--- config.mk ---
export PLATFORM = sky130hd
export DESIGN_NAME = uart_cmd_sequencer
export DESIGN_NICKNAME = d
export VERILOG_FILES = /design/src/rtl/uart_cmd_sequencer.sv
export SDC_FILE = /design/constraint.sdc
export NUM_CORES = 1
export LEC_CHECK = 0
export CAP_MARGIN = 10
export CORE_MARGIN = 4
export CORE_UTILIZATION = 25
export CTS_CLUSTER_SIZE = 10
export DETAILED_ROUTE_END_ITERATION = 8
export PLACE_DENSITY = 0.53
export RECOVER_POWER = 25
export SYNTH_ARGS = -nofsm -noshare
export SYNTH_HDL_FRONTEND = slang
export SYNTH_SLANG_ARGS = --single-unit
export TNS_END_PERCENT = 5
--- constraint.sdc ---
create_clock -name clock -period 2.2 [get_ports clock]
set_clock_uncertainty 0.1 [all_clocks]
set_input_delay 0.44 -clock clock [delete_from_list [all_inputs] [get_ports clock]]
set_output_delay 0.44 -clock clock [all_outputs]
set_load 0.1 [all_outputs]
--- src/rtl/uart_cmd_sequencer.sv ---
// Two-byte UART command sequencer: takes a command and an operand byte,
// updates the LED register and answers with a two-byte response.
module uart_cmd_sequencer #(
    parameter int unsigned TIMEOUT_CYCLES = 50000,
    parameter logic [7:0]  STATUS_CODE    = 8'h1F
) (
    input  logic       clock,
    input  logic       reset_n,
    input  logic [7:0] rx_data,
    input  logic       rx_done,
    input  logic       rx_err,
    output logic       rx_en,
    output logic [7:0] tx_data,
    output logic       tx_start,
    input  logic       tx_busy,
    input  logic       tx_done,
    output logic [2:0] led,
    output logic       busy,
    output logic [7:0] err_count
);

    localparam int unsigned TW          = (TIMEOUT_CYCLES > 1) ? $clog2(TIMEOUT_CYCLES) : 1;
    localparam logic [7:0]  CMD_STATUS  = 8'h01;
    localparam logic [7:0]  CMD_SET_LED = 8'h03;
    localparam logic [7:0]  RSP_ACK     = 8'hA5;
    localparam logic [7:0]  RSP_NAK     = 8'hEE;

    typedef enum logic [2:0] {
        ST_IDLE,
        ST_GET_OPERAND,
        ST_DECODE,
        ST_SEND,
        ST_WAIT_TX
    } state_t;

    state_t          r_state, w_state;
    logic [7:0]      r_cmd, w_cmd;
    logic [7:0]      r_operand, w_operand;
    logic [TW-1:0]   r_timeout, w_timeout;
    logic [7:0]      r_resp0, w_resp0;
    logic [7:0]      r_resp1, w_resp1;
    logic            r_idx, w_idx;
    logic [2:0]      r_led, w_led;
    logic            r_rx_en, w_rx_en;
    logic            r_busy, w_busy;
    logic            r_tx_start, w_tx_start;
    logic [7:0]      r_tx_data, w_tx_data;
    logic [7:0]      r_err_count, w_err_count;
    logic            w_err_inc;

    // State and output registers; reset dominates every other input.
    always_ff @(posedge clock) begin
        if (!reset_n) begin
            r_state     <= ST_IDLE;
            r_cmd       <= 8'h00;
            r_operand   <= 8'h00;
            r_timeout   <= '0;
            r_resp0     <= 8'h00;
            r_resp1     <= 8'h00;
            r_idx       <= 1'b0;
            r_led       <= 3'b000;
            r_rx_en     <= 1'b1;
            r_busy      <= 1'b0;
            r_tx_start  <= 1'b0;
            r_tx_data   <= 8'h00;
            r_err_count <= 8'h00;
        end else begin
            r_state     <= w_state;
            r_cmd       <= w_cmd;
            r_operand   <= w_operand;
            r_timeout   <= w_timeout;
            r_resp0     <= w_resp0;
            r_resp1     <= w_resp1;
            r_idx       <= w_idx;
            r_led       <= w_led;
            r_rx_en     <= w_rx_en;
            r_busy      <= w_busy;
            r_tx_start  <= w_tx_start;
            r_tx_data   <= w_tx_data;
            r_err_count <= w_err_count;
        end
    end

    // Next-state and next-output logic.
    always_comb begin
        w_state     = r_state;
        w_cmd       = r_cmd;
        w_operand   = r_operand;
        w_timeout   = r_timeout;
        w_resp0     = r_resp0;
        w_resp1     = r_resp1;
        w_idx       = r_idx;
        w_led       = r_led;
        w_tx_start  = 1'b0;
        w_tx_data   = r_tx_data;
        w_err_inc   = 1'b0;
        w_err_count = r_err_count;

        case (r_state)
            ST_IDLE: begin
                if (rx_err) begin
                    w_err_inc = 1'b1;
                end else if (rx_done) begin
                    w_cmd     = rx_data;
                    w_timeout = '0;
                    w_state   = ST_GET_OPERAND;
                end
            end
            ST_GET_OPERAND: begin
                // A byte arriving on the last allowed cycle still beats the timeout.
                if (rx_err) begin
                    w_err_inc = 1'b1;
                    w_state   = ST_IDLE;
                end else if (rx_done) begin
                    w_operand = rx_data;
                    w_state   = ST_DECODE;
                end else if (r_timeout == TW'(TIMEOUT_CYCLES - 1)) begin
                    w_err_inc = 1'b1;
                    w_state   = ST_IDLE;
                end else begin
                    w_timeout = r_timeout + TW'(1);
                end
            end
            ST_DECODE: begin
                w_idx   = 1'b0;
                w_state = ST_SEND;
                case (r_cmd)
                    CMD_STATUS: begin
                        w_resp0 = STATUS_CODE;
                        w_resp1 = {5'b00000, r_led};
                    end
                    CMD_SET_LED: begin
                        w_led   = r_operand[2:0];
                        w_resp0 = RSP_ACK;
                        w_resp1 = r_operand;
                    end
                    default: begin
                        w_resp0 = RSP_NAK;
                        w_resp1 = r_cmd;
                    end
                endcase
            end
            ST_SEND: begin
                if (!tx_busy) begin
                    w_tx_start = 1'b1;
                    w_tx_data  = r_idx ? r_resp1 : r_resp0;
                    w_state    = ST_WAIT_TX;
                end
            end
            ST_WAIT_TX: begin
                if (tx_done) begin
                    if (!r_idx) begin
                        w_idx   = 1'b1;
                        w_state = ST_SEND;
                    end else begin
                        w_state = ST_IDLE;
                    end
                end
            end
            default: w_state = ST_IDLE;
        endcase

        if (w_err_inc && (r_err_count != 8'hFF)) begin
            w_err_count = r_err_count + 8'd1;
        end

        w_rx_en = (w_state == ST_IDLE) || (w_state == ST_GET_OPERAND);
        w_busy  = !w_rx_en;
    end

    assign rx_en     = r_rx_en;
    assign busy      = r_busy;
    assign tx_start  = r_tx_start;
    assign tx_data   = r_tx_data;
    assign led       = r_led;
    assign err_count = r_err_count;

endmodule

==> impl_metrics.ini, run 1 <==
[run_status]
status = finished, final reports clean

[route]
viasPerCell = 4.64
wirelength_mm = 8.07
first_pass_iters = 5
num_vias = 2805
ant_nets = 0
drtIter0Drc = 122
detail_route.wl_per_cell_um = 13.3
post-route-drc-count = 0

[yosys]
async_reset_ff_frac = 0
ys_types = 51
synth_largest_type_area_fraction = 0.458
syn_inst = 369
yosysMostFrequentCell = dfxtp_1
syn_area_um2 = 3150
synth_seq_area_share = 0.458
ys.flop_type = dfxtp_1
synthTopCellsByCount = 72 x dfxtp_1, 50 x nor2_1, 48 x nand2_1, 28 x a21oi_1, 18 x clkbuf_1
synth.area.top_cells = dfxtp_1 46%, nor2_1 6.0%, nand2_1 5.7%
synth_edf_count = 0
synth_area_per_cell_um2 = 8.53
ys_ff_latch = 72
yosys.area.top_type = dfxtp_1
synth_nets = 385
yosys_warnings = 0

[power]
switching_share = 0.228
power_frac_seq = 0.441
p_comb_frac = 0.074
power_switching_mw = 0.693
power_density_nw_per_um2 = 733
max-vdd-ir-drop_mv = 0.343
power_leakage_nw = 1.56
cell_internal_pwr_mw = 2.35
p_clk_frac = 0.486
power_mw = 3.05

[grt]
grt_antenna_before_repair = 0
gr-usage-all-layers = 0.115
grt_pass1_wl_mm = 13.4
grt_pass1_vias = 2705
overflow = 0
grt_max_degree = 34

[finish]
fin_nets = 449
area_growth_pct = 32.0
layoutNonFillerInstCount = 605
final_area_um2 = 4160
drive_above_1_share = 0.220
antennaDiodeCount = 0

[sta]
setup_tns_ns = 0
fmax_mhz = 481
maxSlewViolCount = 0
setup_viol_count_final = 0
min_period_ns = 2.08
tightestPinTransition_ns = 0.560
slew_headroom = 0.628
period_share = 0.946
hold_viol_final = 0
rsz0062_at_grt = no

[floorplanning]
ios = 36
start_util = 0.259
die_h_um = 120
die_x_um = 120
core-area_um2 = 12200
die-area_um2 = 14500
rows = 40

[place]
dp.cells = 590
io_buffer_count = 35
hpwl_mm = 5.91
place_congestion = 0.782
dpl-instance-area_um2 = 3890

[setup_path]
required_ns = 2.36
critPathKind = reg -> reg
start_kind = register
cp_max_fo = 6
end_kind = register
arrival_ns = 2.24

[clock_tree]
cts_root_buf = clkbuf_16
insertion_delay_ns = 0.33
cts_hold_buf = 0
cts_buffers = 9
cts.sinks = 72
cts_buffer_depth = 2
clkTransAtPathRegs_ns = 0.06
h-tree-depth = 3
cts_tree = yes

[worst_hold_path]
hold_class = reg -> reg

[run]
maxCapViolations = 0
==> sequential cells by signal, indices dropped and copies added, names as in the netlist <==
name and cells:
r_idx 1, r_cmd 8, led 3, r_state 3
r_resp0 6, tx_data 8, r_resp1 8, r_operand 8
rx_en 1, err_count 8, busy 1, tx_start 1
r_timeout 16
==> metrics by stage <==
stage,setup WS (ns),util,hold WS [ns]
CTS,0.0771,0.345,0.361
floorplan,0.00599,-,0.332
global placement,-0.173,0.320,0.344
global route,0.0135,0.342,0.393
finish,0.120,0.342,0.365
detailed placement,-0.204,0.320,0.353
==> layout make-up <==
class | count | area (um2)
clock buffer | 11 | 254
clock inverter | 4 | 52.6
fill | 1271 | 8000
inverter | 8 | 30.0
multi-input combinational | 268 | 1610
sequential | 72 | 1450
tap | 168 | 210
timing repair buffer | 74 | 544
==> cells by family after synthesis <==
group                      after synthesis  share of synthesized area
DFF                                     72                      0.458
AOI/OAI and AO/OA                       79                      0.164
muxes                                   17                     0.0552
and+or+nand+nor                        158                      0.246
adders and majority gates                2                    0.00794
xor gates and xnor gates                12                     0.0334
buffers and inverters                   29                     0.0358
==> worst paths after layout <==
path | start | to | slack [ns] | cells after the start
worst min-delay path | r_resp0[0] | r_resp0[0] | 0.37 | 2
worst min register to register | r_resp0[0] | r_resp0[0] | 0.37 | 2
worst max-delay path | r_timeout[8] | err_count[7] | 0.12 | 5
worst max register to register | r_timeout[8] | err_count[7] | 0.12 | 5
==> power by group through the flow <==
stage          Sequential (mW)  Clock (mW)  Combinational, mW
5_1_grt                   1.34        1.56              0.245
4_1_cts                   1.34        1.52              0.230
3_3_place_gp              1.37           0              0.227
2_1_floorplan             1.40           0             0.0944
6_report                  1.34        1.48              0.225
3_5_place_dp              1.37           0              0.229
==> placed cells by master (no fill, tap or decap), drive strengths merged, types with 2 or more instances in the layout <==
master	n
dfxtp	72
nor2	50
nand2	48
buf	40
clkbuf	32
a21oi	28
mux2i	14
o21ai	13
clkdlybuf4s50	13
nand3	12
xor2	8
inv	8
nor2b	7
a31oi	7
a211oi	7
and3	7
nand2b	5
o211ai	5
nand4	4
o2111ai	4
xnor2	4
nor3	4
or3	3
mux2	3
nor4	3
clkinvlp	3
and4bb	2
a41oi	2
o21a	2
and2	2
and4	2
a32o	2
or4	2
a311oi	2
ha	2
nor4b	2
==> metal layers <==
layer | routed length (um) | global-route usage | part of all wire
met4 | 163 | 0.0524 | 0.020
met1 | 4190 | 0.159 | 0.52
met5 | 0 | 0 | 0
met2 | 3380 | 0.166 | 0.42
met3 | 331 | 0.0304 | 0.041
==> repair_timing <==
item / in CTS / in global routing
setup buffers: 0 / 0
endpoints found under the hold margin: 0 / 0
endpoints found under the setup margin: 0 / 2
resized for setup: 0 / 4
==> worst max-delay path, cell delays in order (launching register included) <==
cell and delay [ns]:
dfxtp_1 0.42, and4bb_2 0.32, a41oi_2 0.14, or4_1 0.54, or3_1 0.35, a21oi_1 0.14
(Power assumes the default switching activity.)
==> run 2: changes to the inputs <==
--- a/config.mk
+++ b/config.mk
@@ -8,7 +8,7 @@
 export CAP_MARGIN = 10
 export CORE_MARGIN = 4
 export CORE_UTILIZATION = 25
-export CTS_CLUSTER_SIZE = 10
+export CTS_CLUSTER_SIZE = 24
 export DETAILED_ROUTE_END_ITERATION = 8
 export PLACE_DENSITY = 0.53
 export RECOVER_POWER = 25
==> results of run 2 <==
The final DEF is identical to that of run 1; final timing and power are the same.
